## config.mk

```make
export PLATFORM = sky130hd
export DESIGN_NAME = mem_access_unit
export DESIGN_NICKNAME = d
export VERILOG_FILES = /design/src/rtl/mem_access_unit.sv
export SDC_FILE = /design/constraint.sdc
export NUM_CORES = 1
export LEC_CHECK = 0
export ABC_CLOCK_PERIOD_IN_PS = 2400
export BUFFER_PORTS_ARGS = -buffer_cell sky130_fd_sc_hd__buf_4
export CORE_ASPECT_RATIO = 0.75
export CORE_UTILIZATION = 50
export DETAILED_ROUTE_END_ITERATION = 12
export PLACE_DENSITY = 0.8
export SLEW_MARGIN = 20
export SYNTH_ARGS = -nofsm -noshare
export SYNTH_HDL_FRONTEND = slang
export SYNTH_SLANG_ARGS = --single-unit
```

## constraint.sdc

```tcl
create_clock -name clk -period 2.4 [get_ports clk]
set_input_delay 0.36 -clock clk [delete_from_list [all_inputs] [get_ports clk]]
set_output_delay 0.36 -clock clk [all_outputs]
set_load 0.01 [all_outputs]
```

## src/rtl/mem_access_unit.sv

```systemverilog
// Memory access stage between EX and WB: performs one load/store per op over a
// req/gnt/rvalid data port, or passes the ALU result straight through.
module mem_access_unit #(
    parameter int DATA_WIDTH = 32,
    parameter int ADDR_WIDTH = 32,
    parameter int MAX_WAIT   = 16
) (
    input  logic                    clk,
    input  logic                    rst_n,
    input  logic                    req_valid,
    output logic                    req_ready,
    input  logic [DATA_WIDTH-1:0]   alu_result,
    input  logic [DATA_WIDTH-1:0]   store_data,
    input  logic                    mem_read,
    input  logic                    mem_write,
    input  logic [2:0]              funct3,
    input  logic [4:0]              rd_in,
    output logic                    resp_valid,
    input  logic                    resp_ready,
    output logic [DATA_WIDTH-1:0]   wb_data,
    output logic [4:0]              rd_out,
    output logic                    misaligned,
    output logic                    bus_err,
    output logic                    dmem_req,
    output logic                    dmem_we,
    output logic [ADDR_WIDTH-1:0]   dmem_addr,
    output logic [DATA_WIDTH-1:0]   dmem_wdata,
    output logic [DATA_WIDTH/8-1:0] dmem_be,
    input  logic                    dmem_gnt,
    input  logic                    dmem_rvalid,
    input  logic [DATA_WIDTH-1:0]   dmem_rdata
);

    localparam int BE_WIDTH  = DATA_WIDTH / 8;
    localparam int OFF_WIDTH = $clog2(BE_WIDTH);
    localparam int CNT_WIDTH = $clog2(MAX_WAIT);
    localparam logic [CNT_WIDTH-1:0] CNT_LOAD = CNT_WIDTH'(MAX_WAIT - 1);

    typedef enum logic [1:0] {IDLE, REQ, WAIT, RESP} state_t;

    state_t                 state, state_next;
    logic [CNT_WIDTH-1:0]   cnt;
    logic                   we_q;
    logic [2:0]             funct3_q;
    logic [OFF_WIDTH-1:0]   off_q;
    logic [ADDR_WIDTH-1:0]  addr_q;
    logic [DATA_WIDTH-1:0]  wdata_q;
    logic [BE_WIDTH-1:0]    be_q;
    logic [DATA_WIDTH-1:0]  wb_data_q;
    logic [4:0]             rd_q;
    logic                   misaligned_q;
    logic                   bus_err_q;

    logic                   is_mem;
    logic                   addr_misaligned;
    logic                   expired;
    logic [OFF_WIDTH-1:0]   off_in;
    logic [BE_WIDTH-1:0]    be_in;
    logic [DATA_WIDTH-1:0]  wdata_in;
    logic [DATA_WIDTH-1:0]  lane;
    logic [DATA_WIDTH-1:0]  load_data;
    logic                   ext_bit;

    // Request decode: alignment, byte enables and lane-replicated store data.
    // NOTE: every signal driven here gets a default first, so no path can leave it unassigned and infer a latch.
    always_comb begin
        is_mem          = mem_read | mem_write;
        off_in          = alu_result[OFF_WIDTH-1:0];
        addr_misaligned = 1'b0;
        be_in           = '1;
        wdata_in        = store_data;
        case (funct3[1:0])
            2'b00: begin
                be_in    = BE_WIDTH'(1) << off_in;
                wdata_in = {BE_WIDTH{store_data[7:0]}};
            end
            2'b01: begin
                addr_misaligned = off_in[0];
                be_in           = BE_WIDTH'(3) << off_in;
                wdata_in        = {(BE_WIDTH/2){store_data[15:0]}};
            end
            default: addr_misaligned = (off_in != '0);
        endcase
        if (mem_read) be_in = '1;
    end

    // Load lane extraction; funct3[2] selects zero extension.
    always_comb begin
        lane      = dmem_rdata >> {off_q, 3'b000};
        load_data = lane;
        ext_bit   = 1'b0;
        case (funct3_q[1:0])
            2'b00: begin
                ext_bit   = lane[7] & ~funct3_q[2];
                load_data = {{(DATA_WIDTH-8){ext_bit}}, lane[7:0]};
            end
            2'b01: begin
                ext_bit   = lane[15] & ~funct3_q[2];
                load_data = {{(DATA_WIDTH-16){ext_bit}}, lane[15:0]};
            end
            default: load_data = lane;
        endcase
    end

    assign expired = (cnt == '0);

    always_comb begin
        state_next = state;
        case (state)
            IDLE: if (req_valid) state_next = (!is_mem || addr_misaligned) ? RESP : REQ;
            REQ: begin
                if (dmem_gnt)     state_next = we_q ? RESP : WAIT;
                else if (expired) state_next = RESP;
            end
            WAIT: if (dmem_rvalid || expired) state_next = RESP;
            RESP: if (resp_ready) state_next = IDLE;
            default: state_next = IDLE;
        endcase
    end

    // NOTE: sequential state uses non-blocking assignments so every register samples pre-edge values.
    always_ff @(posedge clk) begin
        if (!rst_n) state <= IDLE;
        else        state <= state_next;
    end

    // NOTE: operand registers are reset too, so outputs read as zero after reset rather than X.
    always_ff @(posedge clk) begin
        if (!rst_n) begin
            cnt          <= '0;
            we_q         <= 1'b0;
            funct3_q     <= '0;
            off_q        <= '0;
            addr_q       <= '0;
            wdata_q      <= '0;
            be_q         <= '0;
            wb_data_q    <= '0;
            rd_q         <= '0;
            misaligned_q <= 1'b0;
            bus_err_q    <= 1'b0;
        end else begin
            case (state)
                IDLE: if (req_valid) begin
                    cnt          <= CNT_LOAD;
                    we_q         <= mem_write & ~mem_read;
                    funct3_q     <= funct3;
                    off_q        <= off_in;
                    addr_q       <= {alu_result[ADDR_WIDTH-1:OFF_WIDTH], OFF_WIDTH'(0)};
                    wdata_q      <= wdata_in;
                    be_q         <= be_in;
                    wb_data_q    <= is_mem ? '0 : alu_result;
                    rd_q         <= rd_in;
                    misaligned_q <= is_mem & addr_misaligned;
                    bus_err_q    <= 1'b0;
                end
                REQ: begin
                    cnt <= cnt - CNT_WIDTH'(1);
                    if (!dmem_gnt && expired) bus_err_q <= 1'b1;
                end
                WAIT: begin
                    cnt <= cnt - CNT_WIDTH'(1);
                    if (dmem_rvalid)  wb_data_q <= load_data;
                    else if (expired) bus_err_q <= 1'b1;
                end
                default: ;
            endcase
        end
    end

    // dmem_req is gated by rst_n so a reset withdraws the request within the same cycle.
    assign req_ready  = (state == IDLE);
    assign resp_valid = (state == RESP);
    assign dmem_req   = rst_n && (state == REQ);
    assign dmem_we    = (state == REQ) && we_q;
    assign dmem_addr  = (state == REQ) ? addr_q  : '0;
    assign dmem_wdata = (state == REQ) ? wdata_q : '0;
    assign dmem_be    = (state == REQ) ? be_q    : '0;
    assign wb_data    = wb_data_q;
    assign rd_out     = rd_q;
    assign misaligned = misaligned_q;
    assign bus_err    = bus_err_q;

endmodule

```

# After elaboration in Yosys (flattened, before gate mapping)
# Cells that the tools add are included.
totals:
  reg_bits: 117
  in_bits: 112
  output_inout_bits: 111
  elab_cells: 84
op_classes:
  addsub: 1
  eq_ne: 13
  shift: 3
  muxes: 27
  n_bitwise: 7
  reduce_logical: 21
ops:
  columns: ["operator", "n"]
  rows:
  - ["$pmux W32 S2", 3]
  - ["$mux W32", 5]
  - ["$shr A32 B5 Y32", 1]
  - ["$pmux W4 S2", 2]
  - ["$mux W2", 6]
  - ["$mux W4", 3]
  - ["$ne A2 B2 Y1 const B", 6]
  - ["$pmux W2 S4", 1]
  - ["$eq A2 B1 Y1 const B", 3]
  - ["$logic_not A2 Y1", 3]
  - ["$reduce_bool A2 Y1", 3]
  - ["$mux W1", 5]
  - ["$reduce_and A5 Y1", 1]
  - ["$and A1 B1 Y1", 4]
  - ["$eq A2 B2 Y1 const B", 2]
  - ["$logic_not A4 Y1", 1]
  - ["$reduce_and A2 Y1", 2]
  - ["$reduce_and A4 Y1", 1]
  - ["$shl A1 B2 Y4 const A", 1]
  - ["$shl A2 B2 Y4 const A", 1]
  - ["$sub A4 B1 Y4 const B", 1]
  - ["$logic_and A1 B1 Y1", 3]
  - ["$ne A3 B3 Y1 const B", 1]
  - ["$pmux W1 S3", 1]
  - ["other kinds (9)", 12]

# Depth between registers and ports, before layout
logic_depth:
  word_depth: 6
  depth_mapped: 9
  ltp_nobuf: 6

# Worst setup path before layout
# Ideal clock, no wire load.
synth_path:
  path_type: "flip-flop to flip-flop"
  from: "register state[0]"
  to: "register wb_data_q[19] (netlist: wb_data[19])"
  setup_ns: 0.126
  arrival_time_ns: 1.826
  required_time_ns: 2.274
  path_slack_ns: 0.448
  path_stages_with_launch: 10
  n_path_buf: 3
  period_less_slack_ns: 1.952
  path_cell_list: "dfxtp_1 > inv_1 > ha_1 > buf_6 > mux2i_1 > buf_2 > nor3_4 > nand4_2 > buf_2 > a21oi_1"
synth_via:
  elab_chain_cells: 3
  word_cells_on_any_way: 7
  classes_between: "3 x eq/ne; 1 x mux; 3 x reduce/logical"
synth_lines:
  columns: ["element", "line_no", "source"]
  rows:
  - ["from (decl)", "41", "state_t state, state_next;"]
  - ["from (signal assigned)", "124", "else state <= state_next;"]
  - ["$logic_not A2 Y1 (*)", null, null]
  - ["net req_ready", "11", "output logic req_ready,"]
  - ["$ne A2 B2 Y1 (no line) or $reduce_bool A2 Y1 (tied branches)", null, null]
  - ["$reduce_and A3 Y1 (no line)", null, null]
  - ["to (signal assigned)", "151", "wb_data_q <= is_mem ? '0 : alu_result;"]
  - ["to (signal assigned)", "162", "if (dmem_rvalid) wb_data_q <= load_data;"]
  - ["to (decl)", "49", "logic [DATA_WIDTH-1:0] wb_data_q;"]
# The timed path passes the listed nets; every way through them passes the cells marked *.
# A chain may end at the register's enable or synchronous reset.

# Final worst setup path
layout_path:
  from: "register state[0]"
  to: "register wb_data_q[23] (netlist: wb_data[23])"
layout_via:
  elab_chain_cells: 3
  word_cells_on_any_way: 7
  classes_between: "3 x eq/ne; 1 x mux; 3 x reduce/logical"
layout_lines:
  columns: ["element", "line_no", "source"]
  rows:
  - ["$eq A2 B2 Y1 or $logic_not A2 Y1 (tied branches)", "142", "case (state)"]
  - ["$ne A2 B2 Y1 (no line) or $reduce_bool A2 Y1 (tied branches)", null, null]
  - ["$reduce_and A3 Y1 (no line)", null, null]
# Several ways; a longest one is shown, not always the timed one.

==> results.yml <==
worst_setup_path:
  critical_path.max_fanout: 15
  path_cells: "inv_1, ha_1, mux2i_1, buf_4, nor3_4, nand4_2, a41oi_1"
  setup.worst_path.start_class: "flip-flop"
  rr_startpoint: "state[0]"
  r2r_slack_ns: 0.13
  rr_worst_depth: 7
  path_class: "reg -> reg"
  cp.arrival_ns: 2.53
  critPathRequiredTime_ns: 2.66
  cp_top_family: "multiplexers"
  crit_buf_inv: 2
  r2r-end: "wb_data[23]"
  cp-end-kind: "flip-flop"
  crit_path_top_delay_cell: "mux2i_1"
  cpPeakStageDelay_ns: 0.55
global_routing:
  grt_pass1_wl_um: 30400
  grt.overflow.total: 0
  gr-usage-all-layers: 0.310
  grt_max_degree: 61
  grt_pass1_vias: 5674
  antenna_found_initial: 0
timing:
  hold_viol_final: 0
  fmax_mhz: 441
  setup_tns_ns: 0
  rsz0062_at_grt: "false"
  maxSlewViolCount: 0
  final-setup-viol-count: 0
  tightest_slew_ns: 0.687
  fin_crit_sh: 0.944
  relSlewSlack: 0.529
  finalWorstSetupSlack_ns: 0.134
  fin_skew_ns: 0.00919
  period_needed_ns: 2.27
power_and_ir_drop:
  switchingPower_uw: 3290
  combPwrFrac: 0.402
  seq_power_share: 0.309
  p_sw_frac: 0.370
  peakVddDrop_v: 0.000735
  intPower_uw: 5610
  p_leak_uw: 0.00359
  clockPowerShare: 0.289
  power.density_nw_per_um2: 1050
cells_and_area:
  drive_gt1_frac: 0.316
  final_cell_mix: "buf_4, nand2_1, dfxtp_1, a21oi_1, and2_1"
  area_growth_syn_to_layout_pct: 39.2
  diodes: 0
  fin_nets: 1065
  finalInstanceArea_sq_um: 8450
  final_common_cell: "buf_4"
detailed_routing:
  wl_per_cell_um: 17.2
  vias_per_cell: 5.65
  drt-total-wl_um: 19300
  vias: 6347
  drc: 0
  first_pass_iters: 5
  drtIter0Drc: 454
  final_antenna_net_count: 0
clock_network:
  postCtsSetupBuffers: 0
  clock_latency_ns: 0.41
  ctsHoldBuffers: 0
  clockBufferDepth: 2
  clk_pin_slew_worst_paths_ns: 0.06
  cts_tree: "done"
  h-tree-depth: 4
  numCtsBuffers: 17
  cts_resized: 0
  clock-sinks: 117
  cts_root_buf: "clkbuf_16"
logic_synthesis:
  synth_compound_area_frac: 0.237
  synthArstFlopShare: 0
  synthFlopType: "dfxtp_1"
  synthMuxAreaShare: 0.0889
  ys_warn_count: 0
  netlist_area_sq_um: 6070
  synth_fa_ha_area_frac: 0.0103
  synth_top_family_by_area: "compound AO/OA/AOI/OAI gates"
  yosys.area_share.simple: 0.223
  synthCells: 750
  syn_avg_cell_area_sq_um: 8.09
  yosysSeqAreaShare: 0.386
  ys_seq_elements: 117
  synthXorXnorAreaFrac: 0
  synth_cell_types: 49
  synth_edf_count: 0
die:
  dieHeight_um: 97.4
  start_util: 0.519
  row_count: 34
  ios: 223
  core-area_sq_um: 11700
  die-area_sq_um: 12600
  fp.dieW_um: 129
hold_path:
  hp-class: "in -> reg"
  min_delay_worst_endpoint: "rd_out[4]"
  holdPathStages: 3
  hp-start: "rd_in[4]"
placement:
  place.port_buffers: 220
  post-place-ws_ns: 0.179
  dp_hpwl_um: 13700
  placed_area_sq_um: 7850
  gp_congestion: 0.902
run_status:
  status: "complete, no violations"
run:
  cap_violations: 0
## flip-flops by register name, summed over array words and instances (netlist names), 2 cells and up
name      flops
cnt           4
state         2
addr_q       30
off_q         2
wb_data      32
be_q          4
rd_out        5
funct3_q      3
wdata_q      32
## power by group through the flow
stage / Combinational (uW) / Clock (uW) / Sequential [uW]
global placement: 3470 / 0 / 2760
global route: 3900 / 2680 / 2800
floorplan: 2180 / 0 / 2780
detailed placement: 3530 / 0 / 2760
finish: 3580 / 2570 / 2750
CTS: 3550 / 2600 / 2740
## cell usage after synthesis, types with 9 or more instances
cell type	n	area, sq um
o21ai_0	58	290
a21oi_1	95	475
nor2_1	33	124
a221oi_1	31	272
clkbuf_1	35	131
dfxtp_1	117	2340
buf_1	9	33.8
a311oi_1	10	87.6
buf_2	16	80.1
and2_1	69	432
nand2_1	142	533
mux2i_1	28	280
a211oi_1	9	67.6
## per-layer routing
| layer | GRT usage | routed length [um] |
|---|---|---|
| met5 | 0 | 0 |
| met4 | 0.101 | 371 |
| met2 | 0.434 | 8300 |
| met1 | 0.467 | 9040 |
| met3 | 0.0650 | 1580 |
## cell type report
| type | instances | area [sq um] |
|---|---|---|
| timing repair buffer | 244 | 1860 |
| tap | 162 | 203 |
| inverter | 8 | 30.0 |
| multi-input combinational | 560 | 3410 |
| fill | 991 | 3250 |
| sequential | 117 | 2340 |
| clock inverter | 12 | 154 |
| clock buffer | 20 | 447 |
## per-stage QoR
step | hold slack [ns] | power, uW | cells | util
global placement | 0.437 | 6230 | 1091 | 0.671
CTS | 0.188 | 8880 | 1123 | 0.722
global route | 0.205 | 9390 | 1123 | 0.722
detailed placement | 0.442 | 6290 | 1091 | 0.671
finish | 0.196 | 8900 | 1123 | 0.722
floorplan | 0.432 | 4960 | 751 | -
## kinds of logic (layout without fill, tap and decap cells)
logic type      Yosys count  in the layout
compound gates          232            232
fa+ha+maj                 5              5
buf+inv                  74            284
flops                   117            117
mux                      43             43
other cells               1              2
simple gates            278            278
## how the worst max path moves through the flow
stage / cells past startpoint / slack, ns / to / from
floorplan: 9 / 0.45 / wb_data[19] / state[0]
finish: 7 / 0.13 / wb_data[23] / state[0]
CTS: 7 / 0.16 / wb_data[23] / state[0]
global route: 7 / 0.01 / wb_data[23] / state[0]
detailed placement: 7 / 0.18 / wb_data[23] / state[0]
global placement: 7 / 0.25 / wb_data[23] / state[0]
## worst reg2reg max path, stage by stage (launching register included)
cell	delay, ns
dfxtp_1	0.41
inv_1	0.09
ha_1	0.23
mux2i_1	0.55
buf_4	0.30
nor3_4	0.06
nand4_2	0.31
a41oi_1	0.17
No activity file was read; power rests on OpenSTA's default activity.
